### config.mk
export PLATFORM = sky130hd
export DESIGN_NAME = carry_4_cla
export DESIGN_NICKNAME = d
export VERILOG_FILES = /design/src/rtl/carry_4_cla.sv
export SDC_FILE = /design/constraint.sdc
export NUM_CORES = 1
export LEC_CHECK = 0
export CORE_UTILIZATION = 38
export DETAILED_ROUTE_END_ITERATION = 12
export GPL_TIMING_DRIVEN = 1
export PLACE_DENSITY_LB_ADDON = 0.12
export SLEW_MARGIN = 20
export SYNTH_ARGS = -nofsm -noshare
export SYNTH_HDL_FRONTEND = slang
export SYNTH_SLANG_ARGS = --single-unit
### constraint.sdc
create_clock -name clk -period 1 [get_ports clk]
set_clock_uncertainty 0.15 [all_clocks]
set_input_delay 0.1 -clock clk [delete_from_list [all_inputs] [get_ports clk]]
set_output_delay 0.1 -clock clk [all_outputs]
set_load 0.05 [all_outputs]
### src/rtl/carry_4_cla.sv
// carry_4_cla: 4-bit carry-lookahead adder slice with registered results.
// Carries are computed in two-level lookahead form from per-bit propagate and
// generate terms. Group P/G are exported so a higher-level lookahead unit can
// span several slices. All results are captured on in_valid; out_valid
// follows in_valid with one cycle of latency.
module carry_4_cla (
   input  logic       clk,
   input  logic       rst_n,
   input  logic [3:0] a,
   input  logic [3:0] b,
   input  logic       cin,
   input  logic       in_valid,
   output logic [3:0] s,
   output logic       cout,
   output logic       group_p,
   output logic       group_g,
   output logic       overflow,
   output logic       out_valid
);

   logic [3:0] p;
   logic [3:0] g;
   logic [4:0] c;
   logic [3:0] s_next;
   logic       group_p_next;
   logic       group_g_next;
   logic       overflow_next;

   logic [3:0] s_reg;
   logic       cout_reg;
   logic       group_p_reg;
   logic       group_g_reg;
   logic       overflow_reg;
   logic       out_valid_reg;

   // Per-bit propagate/generate terms and sum bits.
   genvar gi;
   generate
      for (gi = 0; gi < 4; gi++) begin : g_bit
         assign p[gi]      = a[gi] ^ b[gi];
         assign g[gi]      = a[gi] & b[gi];
         assign s_next[gi] = p[gi] ^ c[gi];
      end
   endgenerate

   // Flattened lookahead: each carry depends only on p, g and cin, never on
   // a neighbouring carry, so there is no ripple path through the slice.
   assign c[0] = cin;
   assign c[1] = g[0]
               | (p[0] & cin);
   assign c[2] = g[1]
               | (p[1] & g[0])
               | (p[1] & p[0] & cin);
   assign c[3] = g[2]
               | (p[2] & g[1])
               | (p[2] & p[1] & g[0])
               | (p[2] & p[1] & p[0] & cin);

   // Group terms describe the slice independent of its carry-in.
   assign group_g_next = g[3]
                       | (p[3] & g[2])
                       | (p[3] & p[2] & g[1])
                       | (p[3] & p[2] & p[1] & g[0]);
   assign group_p_next = p[3] & p[2] & p[1] & p[0];
   assign c[4]         = group_g_next | (group_p_next & cin);

   // Signed overflow: carry into the sign bit differs from carry out of it.
   assign overflow_next = c[3] ^ c[4];

   // Result registers: load on valid input, otherwise hold the last result.
   always_ff @(posedge clk or negedge rst_n) begin
      if (!rst_n) begin
         s_reg        <= 4'd0;
         cout_reg     <= 1'b0;
         group_p_reg  <= 1'b0;
         group_g_reg  <= 1'b0;
         overflow_reg <= 1'b0;
      end else if (in_valid) begin
         s_reg        <= s_next;
         cout_reg     <= c[4];
         group_p_reg  <= group_p_next;
         group_g_reg  <= group_g_next;
         overflow_reg <= overflow_next;
      end
   end

   // Valid flag tracks the input qualifier with one cycle of delay.
   always_ff @(posedge clk or negedge rst_n) begin
      if (!rst_n) begin
         out_valid_reg <= 1'b0;
      end else begin
         out_valid_reg <= in_valid;
      end
   end

   assign s         = s_reg;
   assign cout      = cout_reg;
   assign group_p   = group_p_reg;
   assign group_g   = group_g_reg;
   assign overflow  = overflow_reg;
   assign out_valid = out_valid_reg;

endmodule

==> flow_summary.yaml <==
outcome:
  status: "finished with violations"
  violations: "setup timing"
route:
  dr_wl_met3_um: 37
  top_layer: "met4"
  wl_met2_um: 746
  ant_nets: 0
  avgRoutedWirePerCell_um: 14.6
  drt-met1-wl_um: 670
  first_iter_violations: 0
  drcViolationCount: 0
  routed_wl_mm: 1.51
  firstDrtPassIters: 1
  num_vias: 556
  via_per_inst: 5.40
power_and_ir_drop:
  p_comb_share_pct: 51.4
  power.internal_mw: 0.995
  switching_power_mw: 0.567
  p_seq_share_pct: 30.7
  sw_frac_of_total_pct: 36.3
  powerDensity_nw_per_um2: 1450
  vdd_drop_max_mv: 0.639
  pwr-share-clk_pct: 17.8
  leakagePower_nw: 0.471
  total_power_mw: 1.56
worst_setup_path:
  reg2reg_setup_slack_ns: -0.07
  reg2regPathDepth: 3
  crit_type: "register to output pin"
  endpoint_kind: "output pin"
  path_buf_inv: 2
  cpPeakStageDelay_ns: 0.40
  crit_fanout: 2
  crit_family: "flip-flops"
  worstSetupStartpointType: "register"
  r2r_end: "overflow"
  crit_path_top_delay_cell: "dfrtp_2"
  cp_data_required_time_ns: 0.75
  cp.arrival_ns: 0.90
  r2r_start: "overflow"
  path_cells: "buf_6, buf_12"
yosys:
  syn_nets: 73
  synth.top_cell.area_share_pct: 39.5
  synthMostInstantiatedCell: "dfrtp_1"
  ys_async_sr_fraction_pct: 100
  synth_ff_type: "dfrtp_1"
  synth_area_per_cell_um2: 10.2
  synth_edf_count: 0
  synth_commonest_cells: "dfrtp_1 (9), inv_1 (7), ha_1 (4)"
  ys_seq_area_share_pct: 39.5
  synth_seq_cells: 9
  syn_area_um2: 571
  synth_area_leaders: "dfrtp_1 (39%), ha_1 (8.8%), mux2i_1 (5.3%)"
  yosysWarnings: 0
  syn_inst: 56
  synth_top_area_cell: "dfrtp_1"
  synthDistinctLibCells: 29
global_route:
  grt_pass1_wl_mm: 2.10
  grt_usage_pct: 19.5
  grt_pass1_vias: 496
  grt_max_degree: 10
  gr-total-overflow: 0
  antenna_found_initial: 0
floorplanning:
  pin_count: 21
  die_height_um: 40.8
  core_um2: 1350
  start_util_pct: 42.3
  rows: 13
  die_x_um: 40.8
  design.die.area_um2: 1660
sta:
  period_share_pct: 115
  fmax_mhz: 868
  worst_pin_slew_ns: 0.316
  rsz0062_at_grt: "yes"
  setup_tns_ns: -0.833
  finalWorstSetupSlack_ns: -0.152
  finalHoldViolCount: 0
  relSlewSlack_pct: 79.0
  setup_violations: 10
  drv_slew: 0
  fin_crit_ns: 1.15
  worst_hold_slack_ns: 0.0251
final_layout:
  area_delta_synth_final_pct: 88.4
  seqCellArea_um2: 233
  drive_above_1_share_pct: 58.0
  diodes: 0
  fillers: 92
  stdcell_count: 103
  final_util_pct: 79.6
  nNetsFinal: 106
  multiInputGateArea_um2: 398
  design_area_um2: 1070
  largest_reg_flops: 4
placed_design:
  routabilityCongestion: 0.733
  portBuffers: 20
  dp.cells: 96
  preCtsSetupSlack_ns: -0.771
  dpl.hpwl_mm: 1.10
  post_dp_cell_area_um2: 983
clocking:
  ctsHoldBuffers: 0
  clock_latency_ns: 0.26
  clock_path_buffers: 2
  htree_levels: 1
  cts_made_buffers: 3
  cts.clk_slew.worst_paths_ns: 0.06
  cts_sinks: 9
  tritoncts: "built"
  root_buffer: "clkbuf_4"
hold_path:
  hold_class: "input port to async pin"
run:
  cap_viol_max_count: 0
[logic make-up after synthesis]
kind of cell    share of synthesized area, %
xor+xnor                                1.54
simple gates                            12.1
buf+inv                                 6.80
flops                                   39.5
fa+ha+maj                               12.3
compound gates                          20.0
mux                                     7.89
[what timing repair did]
action | 4_1_cts | 5_1_grt
endpoints found under the setup margin | 17 | 14
pin swaps | 11 | 10
resized for setup | 37 | 9
buffers inserted | 0 | 3
cloned | 0 | 0
[power groups by stage]
stage | sequential, mW | clock, mW | combinational, mW
global placement | 0.486 | 0 | 0.731
finish | 0.480 | 0.279 | 0.804
detailed placement | 0.488 | 0 | 0.742
floorplan | 0.647 | 0 | 0.196
global route | 0.485 | 0.304 | 0.849
CTS | 0.482 | 0.286 | 0.770
[worst reg2reg max path, stage by stage (launching register included)]
cell	delay, ns
dfrtp_2	0.40
nor2b_2	0.15
a31oi_1	0.15
nand3_1	0.09
[final cells by class]
cell class / instances / area share, %
sequential: 9 / 21.7
timing repair buffer: 30 / 34.0
inverter: 7 / 3.14
multi-input combinational: 38 / 37.0
clock buffer: 4 / 2.44
tap: 15 / 1.75
[worst max path at each step]
stage,from,end,slack [ns],depth (start not counted)
6_report,overflow,overflow,-0.15,2
5_1_grt,overflow,overflow,-0.18,2
4_1_cts,overflow,overflow,-0.16,2
3_5_place_dp,cin,s[1],-0.77,5
3_3_place_gp,cin,s[1],-0.74,5
2_1_floorplan,overflow,overflow,-0.13,3
[cells in the final DEF (no fill, tap or decap), types with 2 or more instances in the layout]
cell type / instances
buf_12: 10
nand3_1: 2
a31oi_1: 2
clkbuf_2: 2
dlygate4sd2_1: 3
ha_4: 4
inv_1: 5
buf_6: 3
buf_4: 8
buf_2: 2
dfrtp_1: 3
clkbuf_4: 3
mux2i_1: 3
nand4_1: 3
dfrtp_2: 6
o21ai_1: 2
[layer usage]
layer	GRT usage [%]	vias to the layer above
met5	0	-
met4	13.3	0
met3	2.72	6
met2	29.8	17
met1	25.3	265
li1	-	268
Note: power is estimated with default switching activity, not from simulation.
